`src/rtl/ahb_lite_simple_master_pkg.sv`:
```
// Shared AHB-lite encodings and the transfer-attribute record used by the simple master.
package ahb_lite_simple_master_pkg;

  localparam logic [1:0] HTRANS_IDLE     = 2'b00;
  localparam logic [1:0] HTRANS_NONSEQ   = 2'b10;

  localparam logic [2:0] HSIZE_B         = 3'd0;
  localparam logic [2:0] HSIZE_H         = 3'd1;
  localparam logic [2:0] HSIZE_W         = 3'd2;

  localparam logic [2:0] HBURST_SINGLE   = 3'b000;
  localparam logic [3:0] HPROT_DATA_PRIV = 4'b0011;

  typedef struct packed {
    logic       write;
    logic [2:0] size;
    logic       excl;
  } xfer_attr_t;

  function automatic logic size_legal(input logic [2:0] size);
    return (size == HSIZE_B) || (size == HSIZE_H) || (size == HSIZE_W);
  endfunction

endpackage

```
`src/rtl/ahb_lite_simple_master.sv`:
```
// AHB-lite initiator: valid/ready commands become pipelined single NONSEQ transfers,
// with ERROR handling that replays a transfer cancelled in its address phase.
module ahb_lite_simple_master
  import ahb_lite_simple_master_pkg::*;
#(
  parameter int unsigned W_ADDR     = 32,
  parameter int unsigned W_DATA     = 32,
  parameter logic [7:0]  HMASTER_ID = 8'h02
) (
  input  logic              clk,
  input  logic              rst_n,

  input  logic              cmd_valid,
  output logic              cmd_ready,
  input  logic [W_ADDR-1:0] cmd_addr,
  input  logic              cmd_write,
  input  logic [2:0]        cmd_size,
  input  logic [W_DATA-1:0] cmd_wdata,
  input  logic              cmd_excl,

  output logic              rsp_valid,
  output logic [W_DATA-1:0] rsp_rdata,
  output logic              rsp_err,
  output logic              rsp_exokay,

  output logic [W_ADDR-1:0] ahbm_haddr,
  output logic              ahbm_hwrite,
  output logic [1:0]        ahbm_htrans,
  output logic [2:0]        ahbm_hsize,
  output logic [2:0]        ahbm_hburst,
  output logic [3:0]        ahbm_hprot,
  output logic              ahbm_hmastlock,
  output logic              ahbm_hexcl,
  output logic [7:0]        ahbm_hmaster,
  output logic [W_DATA-1:0] ahbm_hwdata,
  input  logic              ahbm_hready,
  input  logic              ahbm_hresp,
  input  logic [W_DATA-1:0] ahbm_hrdata,
  input  logic              ahbm_hexokay
);

  // Address phase
  logic [W_ADDR-1:0] haddr_q;
  xfer_attr_t        aph_q;
  logic [1:0]        htrans_q;
  logic [W_DATA-1:0] aph_wdata_q;

  // Data phase
  logic              dph_valid_q;
  logic              dph_write_q;
  logic              dph_excl_q;
  logic [W_DATA-1:0] hwdata_q;

  // Replay of an address phase cancelled by an ERROR response
  logic              replay_valid_q;
  logic [W_ADDR-1:0] rp_addr_q;
  xfer_attr_t        rp_attr_q;
  logic [W_DATA-1:0] rp_wdata_q;
  logic              err_first_q;

  logic              rsp_valid_q, rsp_valid_d;
  logic [W_DATA-1:0] rsp_rdata_q, rsp_rdata_d;
  logic              rsp_err_q, rsp_err_d;
  logic              rsp_exokay_q, rsp_exokay_d;

  logic              aph_nonseq;
  logic              accept;
  logic              complete;
  logic              err_first_cyc;
  xfer_attr_t        cmd_attr;

  assign cmd_ready     = ahbm_hready && !replay_valid_q && !err_first_q;
  assign accept        = cmd_valid && cmd_ready;
  assign aph_nonseq    = (htrans_q == HTRANS_NONSEQ);
  assign complete      = dph_valid_q && ahbm_hready;
  assign err_first_cyc = dph_valid_q && ahbm_hresp && !ahbm_hready;
  assign cmd_attr      = '{write: cmd_write, size: cmd_size, excl: cmd_excl};

  always_comb begin
    rsp_valid_d  = complete;
    rsp_rdata_d  = '0;
    rsp_err_d    = 1'b0;
    rsp_exokay_d = 1'b0;
    if (complete) begin
      rsp_rdata_d  = dph_write_q ? '0 : ahbm_hrdata;
      rsp_err_d    = ahbm_hresp;
      rsp_exokay_d = dph_excl_q & ahbm_hexokay;
    end
  end

  always_ff @(posedge clk or negedge rst_n) begin
    if (!rst_n) begin
      haddr_q        <= '0;
      aph_q          <= '0;
      htrans_q       <= HTRANS_IDLE;
      aph_wdata_q    <= '0;
      dph_valid_q    <= 1'b0;
      dph_write_q    <= 1'b0;
      dph_excl_q     <= 1'b0;
      hwdata_q       <= '0;
      replay_valid_q <= 1'b0;
      rp_addr_q      <= '0;
      rp_attr_q      <= '0;
      rp_wdata_q     <= '0;
      err_first_q    <= 1'b0;
      rsp_valid_q    <= 1'b0;
      rsp_rdata_q    <= '0;
      rsp_err_q      <= 1'b0;
      rsp_exokay_q   <= 1'b0;
    end else begin
      rsp_valid_q  <= rsp_valid_d;
      rsp_rdata_q  <= rsp_rdata_d;
      rsp_err_q    <= rsp_err_d;
      rsp_exokay_q <= rsp_exokay_d;

      if (ahbm_hready) begin
        err_first_q <= 1'b0;
        dph_valid_q <= aph_nonseq;
        if (aph_nonseq) begin
          hwdata_q    <= aph_wdata_q;
          dph_write_q <= aph_q.write;
          dph_excl_q  <= aph_q.excl;
        end
        // A pending replay always wins over a new command to keep command order.
        if (replay_valid_q) begin
          htrans_q       <= HTRANS_NONSEQ;
          haddr_q        <= rp_addr_q;
          aph_q          <= rp_attr_q;
          aph_wdata_q    <= rp_wdata_q;
          replay_valid_q <= 1'b0;
        end else if (accept) begin
          htrans_q    <= HTRANS_NONSEQ;
          haddr_q     <= cmd_addr;
          aph_q       <= cmd_attr;
          aph_wdata_q <= cmd_wdata;
        end else begin
          htrans_q <= HTRANS_IDLE;
        end
      end else if (err_first_cyc) begin
        err_first_q <= 1'b1;
        if (aph_nonseq) begin
          rp_addr_q      <= haddr_q;
          rp_attr_q      <= aph_q;
          rp_wdata_q     <= aph_wdata_q;
          replay_valid_q <= 1'b1;
          htrans_q       <= HTRANS_IDLE;
        end
      end
    end
  end

  assign rsp_valid      = rsp_valid_q;
  assign rsp_rdata      = rsp_rdata_q;
  assign rsp_err        = rsp_err_q;
  assign rsp_exokay     = rsp_exokay_q;

  assign ahbm_haddr     = haddr_q;
  assign ahbm_hwrite    = aph_q.write;
  assign ahbm_htrans    = htrans_q;
  assign ahbm_hsize     = aph_q.size;
  assign ahbm_hburst    = HBURST_SINGLE;
  assign ahbm_hprot     = HPROT_DATA_PRIV;
  assign ahbm_hmastlock = 1'b0;
  assign ahbm_hexcl     = aph_q.excl;
  assign ahbm_hmaster   = HMASTER_ID;
  assign ahbm_hwdata    = hwdata_q;

`ifdef SIM_MODE
  always @(posedge clk) begin
    if (rst_n && accept) begin
      assert (size_legal(cmd_size))
        else $fatal(1, "ahb_lite_simple_master: illegal cmd_size %0d", cmd_size);
    end
  end
`endif

endmodule
```
`config.mk`:
```
export PLATFORM = sky130hd
export DESIGN_NAME = ahb_lite_simple_master
export DESIGN_NICKNAME = d
export VERILOG_FILES = /design/src/rtl/ahb_lite_simple_master_pkg.sv /design/src/rtl/ahb_lite_simple_master.sv
export SDC_FILE = /design/constraint.sdc
export NUM_CORES = 1
export LEC_CHECK = 0
export BUFFER_PORTS_ARGS = -buffer_cell sky130_fd_sc_hd__buf_2
export CORE_ASPECT_RATIO = 0.75
export CORE_MARGIN = 4
export CORE_UTILIZATION = 49
export CTS_CLUSTER_SIZE = 28
export DETAILED_ROUTE_END_ITERATION = 16
export GPL_ROUTABILITY_DRIVEN = 0
export HOLD_SLACK_MARGIN = 0.03
export PLACE_DENSITY = 0.75
export SKIP_LAST_GASP = 1
export SYNTH_ARGS = -nofsm -noshare
export SYNTH_HDL_FRONTEND = slang
export SYNTH_SLANG_ARGS = --single-unit
```
`constraint.sdc`:
```
create_clock -name clk -period 4.45 [get_ports clk]
set_input_delay 0 -clock clk [delete_from_list [all_inputs] [get_ports clk]]
set_output_delay 0 -clock clk [all_outputs]
set_load 0.03 [all_outputs]
```
==> flow_summary_export.csv, run 1 <==
group,metric,value,unit
cts,worstSkewPairLatency,480,ps
synthesis,ys.flop_type,"dfrtp_1",
synthesis,post-synth-top-count-cell,"mux2_2",
synthesis,synth.cell_area,8590,sq um
floorplan,core-area,17000,sq um
detailed_routing,drc,0,
sta,skew,8.19,ps
placed_design,hpwl,11900,um
floorplan,die_area,19700,sq um
worst_setup_path,start_kind,"flop",
synthesis,yosys-top-cells-count,"235 x mux2_2, 211 x dfrtp_1, 32 x and2_1",
cts,ctsLongestPathBuffers,3,
cts,cts_num_sinks,211,
sta,clock.fmax,494,MHz
cells_and_area,instances_no_fill,1117,
placed_design,place_area,9800,sq um
floorplan,io_pins,230,
synthesis,yosys_register_bits,211,
placed_design,dp.cells,974,
placed_design,portBuffers,212,
min_path,hp-class,"in -> async",
synthesis,synth_top_cell_by_area,"dfrtp_1",
cts,cts_buffers,21,
worst_setup_path,path_max_fanout,70,
sta,period_minus_slack,2020,ps
detailed_routing,route.vias.total,5453,
sta,tns,0,ps
cts,cts-root-buf,"clkbuf_16",
detailed_routing,drtPass1Iterations,4,
cells_and_area,drive_above_1_share,0.551,
worst_setup_path,critical_path_arrival,2020,ps
cells_and_area,syn2layout_area_growth,33.8,%
sta,tightest_slew,995,ps
synthesis,synth_edf_count,0,
synthesis,syn_inst,550,
flow_run,max_cap_violations,0,
cells_and_area,design_area,11500,sq um
synthesis,synthDominantCellAreaShare,0.615,
synthesis,ys_warn_count,0,
detailed_routing,ant_nets,0,
pwr,power_density,549,nW/um^2
detailed_routing,viasPerCell,4.88,
cells_and_area,finish.utilization,0.675,
sta,finalCritPeriodShare,0.455,
sta,setup_viol,0,
worst_setup_path,end_kind,"output port",
cts,htree_levels,1,
synthesis,async_flop_share,1.00,
synthesis,avgSynthCellArea,15.6,sq um
outcome,status,"complete, no violations",
global_routing,grtUsageMet1,0.242,
global_routing,grt_overflow,0,
global_routing,grt.met3_usage,0.0420,
detailed_routing,drt_wl_total,19300,um
global_routing,gr-usage-met2,0.352,
worst_setup_path,crit_type,"reg -> out",
cts,clk_pin_slew,60,ps
cts,cts_tree,"yes",
worst_setup_path,cp.required,4450,ps
pwr,leakage,5.48,nW
floorplan,dieWidth,161,um
synthesis,synth_area_leaders,"dfrtp_1 61%, mux2_2 31%, and2_1 2.3%",
global_routing,top_usage_layer,"met2",
pwr,ir_worst_vdd,0.000303,V
global_routing,grt_pass1_wl,31100,um
sta,rsz0062_at_grt,"false",
cells_and_area,fin_nets,974,
floorplan,die_h,123,um
detailed_routing,first_iter_violations,185,
sta,hold_viol,0,
sta,drv_slew,0,
global_routing,antenna_found_initial,1,
cts,post-cts-setup-buffers,0,
sta,slew-limit-headroom,0.337,
floorplan,initial_core_util,0.504,
pwr,finalPower,0.00631,W
synthesis,ys_types,21,
global_routing,grt_pass1_vias,6079,
detailed_routing,wl_per_cell,17.3,um
global_routing,grt_usage,0.195,
global_routing,grt_max_degree,128,
synthesis,yosysSeqAreaShare,0.615,
floorplan,rows,41,
repair_timing:
action	4_1_cts	5_1_grt
hold buffers	106	0
gates resized for setup	0	0
endpoints found under the hold margin	192	0
sequential cells by signal (all words and copies together), names as in the netlist, 3 cells and up:
signal,cells
rp_attr_q,5
ahbm_haddr,32
ahbm_hwdata,32
rsp_rdata,32
rp_wdata_q,32
rp_addr_q,32
ahbm_hsize,3
aph_wdata_q,32
worst paths after layout:
check	start	endpoint	slack [ps]	cells past startpoint
min reg2reg	rp_addr_q[22]$_DFFE_PN0P_	rp_addr_q[22]$_DFFE_PN0P_	500	1
max in group asynchronous	rst_n	rsp_rdata[30]$_DFF_PN0_	3200	3
min	rst_n	ahbm_hwdata[16]$_DFFE_PN0P_	130	2
max	replay_valid_q$_DFFE_PN0P_	cmd_ready	2430	3
min in group clk	ahbm_hrdata[18]	rsp_rdata[18]$_DFF_PN0_	270	3
max reg2reg	replay_valid_q$_DFFE_PN0P_	ahbm_hsize[2]$_DFFE_PN0P_	2430	3
report_power, final:
part           total (W)  switching, W  internal (W)
logic            0.00175      0.000947      0.000802
registers        0.00292      0.000362       0.00256
clock network    0.00164      0.000677      0.000967
worst max-delay path, stage by stage (launching register included):
cell and delay (ps):
dfrtp_4 400, buf_4 780, nor3_1 130, buf_2 230
cell usage in the layout (no fill, tap or decap), types with 2 or more instances in the layout:
cell,n
mux2_2,235
nor2_1,2
clkbuf_1,11
and2_1,32
dfrtp_1,210
dlygate4sd3_1,106
and3_1,2
o21ai_0,2
inv_1,2
clkbuf_8,3
conb_1,17
buf_2,211
buf_4,6
mux2_1,6
clkbuf_16,21
cell type report:
cell class                      instances  area, sq um
Timing Repair Buffer                  325         2200
Clock buffer                           34          594
Fill cell                            1212         5540
Sequential cell                       211         5280
Inverter                                3         11.3
Tap cell                              236          295
Multi-Input combinational cell        305         3080
Clock inverter                          2         37.5
Antenna cell                            1         2.50
routing by layer:
layer	part of all wire	wire length [um]
met3	0.050	961
met4	0.020	382
met2	0.51	9830
met5	0	0
met1	0.42	8120
through the flow:
stage                     hold WS (ps)  setup WS [ps]
final                              130           2430
after global placement            79.1           2440
after detailed placement          93.2           2440
after CTS                          156           2390
after global routing               168           2290
after floorplan                   -296           3030
cell families after synthesis:
group / Yosys count / share of synthesized area
AOI/OAI and AO/OA: 5 / 0.00379
other: 2 / 0.000874
muxes: 241 / 0.316
DFF: 211 / 0.615
buffers and inverters: 49 / 0.0350
and+or+nand+nor: 42 / 0.0297
Note: power is estimated with default switching activity, not from simulation.
==> run 2, diff against run 1 <==
clock period = 1.94 ns   (was 4.45 ns; I/O delays follow)
==> flow_summary_export.csv, run 2 (same netlist as run 1, synthesis figures left out) <==
group,metric,value,unit
detailed_routing,first_iter_violations,202,
worst_setup_path,cp.required,1940,ps
detailed_routing,drc,0,
pwr,leakage,5.62,nW
sta,finalCritPeriodShare,0.886,
cts,worstSkewPairLatency,490,ps
placed_design,dp.cells,979,
sta,whs,93.0,ps
pwr,p_comb_frac,0.270,
pwr,power_switching,0.00476,W
worst_setup_path,cp_slowest_cell,"dfrtp_4",
cts,cts_buffers,22,
detailed_routing,drt_wl_total,20200,um
sta,tns,0,ps
cells_and_area,syn2layout_area_growth,36.7,%
worst_setup_path,end_kind,"output port",
detailed_routing,viasPerCell,4.89,
worst_setup_path,max_stage_delay,490,ps
floorplan,core-area,17000,sq um
floorplan,rows,41,
cts,clk_pin_slew,60,ps
cts,cts_tree,"yes",
placed_design,hpwl,12500,um
pwr,power_density,1290,nW/um^2
floorplan,initial_core_util,0.504,
global_routing,antenna_found_initial,1,
placed_design,portBuffers,212,
global_routing,grt_usage,0.203,
sta,hold_viol,0,
cts,htree_levels,1,
sta,skew,11.0,ps
worst_setup_path,crit_type,"reg -> out",
cells_and_area,instances_no_fill,1126,
detailed_routing,drtPass1Iterations,4,
floorplan,io_pins,230,
floorplan,die_area,19700,sq um
sta,clock.fmax,582,MHz
pwr,ir_worst_vdd,0.000884,V
global_routing,grt_overflow,0,
min_path,hp-class,"in -> async",
cells_and_area,fin_nets,980,
sta,drv_slew,0,
pwr,clkPwrFrac,0.288,
sta,rsz0062_at_grt,"false",
floorplan,dieWidth,161,um
worst_setup_path,path_cells,"buf_4 > nor3_1 > buf_2",
cts,ctsLongestPathBuffers,3,
detailed_routing,wl_per_cell,18.0,um
placed_design,place_ws,343,ps
pwr,p_int,0.0104,W
cells_and_area,design_area,11700,sq um
cts,cts_num_sinks,211,
detailed_routing,route.vias.total,5502,
sta,tightest_slew,646,ps
worst_setup_path,path_max_fanout,28,
cells_and_area,final_cell_mix,"235 x mux2_2, 211 x buf_2, 210 x dfrtp_1",
worst_setup_path,start_kind,"flop",
cells_and_area,layout_commonest_cell,"mux2_2",
global_routing,grt_pass1_wl,32300,um
sta,setup_viol,0,
pwr,switching_share,0.314,
cells_and_area,drive_above_1_share,0.568,
worst_setup_path,critical_path_arrival,1720,ps
global_routing,grt_pass1_vias,6156,
flow_run,max_cap_violations,0,
cts,cts-root-buf,"clkbuf_16",
sta,finalWorstSetupSlack,221,ps
detailed_routing,ant_nets,0,
placed_design,place_area,9910,sq um
pwr,pwr-share-seq,0.442,
floorplan,die_h,123,um
global_routing,grt_max_degree,74,
sta,period_minus_slack,1720,ps
sta,slew-limit-headroom,0.569,
outcome,status,"complete, no violations",
-- run 2: cell types whose count changed in the layout (fill, tap and decap cells not counted), sizes merged --
| cell | delta |
|---|---|
| clkinv | +9 |
| clkbuf | -8 |
| buf | +5 |
| bufinv | +2 |
| clkinvlp | +1 |
-- run 2: power groups by stage --
stage,Clock (W),Combinational (W),Sequential (W)
finish,0.00437,0.00409,0.00670
global route,0.00466,0.00439,0.00687
CTS,0.00447,0.00413,0.00669
detailed placement,0,0.00394,0.00676
global placement,0,0.00381,0.00660
floorplan,0,0.00168,0.00765
-- run 2: final cells by class --
class	count	area, sq um
Multi-Input combinational cell	305	3080
Inverter	3	11.3
Antenna cell	1	2.50
Clock buffer	26	617
Timing Repair Buffer	330	2310
Tap cell	236	295
Sequential cell	211	5280
Clock inverter	14	150
Fill cell	1143	5290
-- run 2: per-layer routing --
layer  GRT usage  vias up  part of all wire
li1            -     2529                 -
met1       0.247     2784              0.41
met2       0.370      160              0.51
met3      0.0487       29             0.058
met4      0.0501        0             0.017
met5           0        -                 0
-- run 2: final timing paths --
kind / to / startpoint / slack, ps / cells past startpoint
max: cmd_ready / replay_valid_q$_DFFE_PN0P_ / 220 / 3
min: ahbm_hwdata[16]$_DFFE_PN0P_ / rst_n / 90 / 2
max reg2reg: ahbm_haddr[15]$_DFFE_PN0P_ / err_first_q$_DFFE_PN0P_ / 330 / 4
min reg2reg: rp_addr_q[29]$_DFFE_PN0P_ / rp_addr_q[29]$_DFFE_PN0P_ / 500 / 1
max in group asynchronous: aph_wdata_q[2]$_DFFE_PN0P_ / rst_n / 1080 / 3
min in group clk: aph_wdata_q[6]$_DFFE_PN0P_ / cmd_valid / 240 / 5
-- run 2: through the flow --
step	total power (W)	util
6_report	0.0152	0.690
5_1_grt	0.0159	0.690
2_1_floorplan	0.00933	-
3_5_place_dp	0.0107	0.582
4_1_cts	0.0153	0.689
3_3_place_gp	0.0104	0.582
-- run 2: what timing repair did --
item | in CTS | in global routing
endpoints found under the hold margin | 218 | 0
gates resized for setup | 0 | 0
buffers inserted | 0 | 0
hold buffers | 106 | 0
endpoints found under the setup margin | 0 | 0
-- run 2: worst max-delay path, delay by kind of cell (launching register included) --
kind | cells | cell delay, ps
buffers and inverters | 2 | 520
DFF | 1 | 490
and+or+nand+nor | 1 | 220
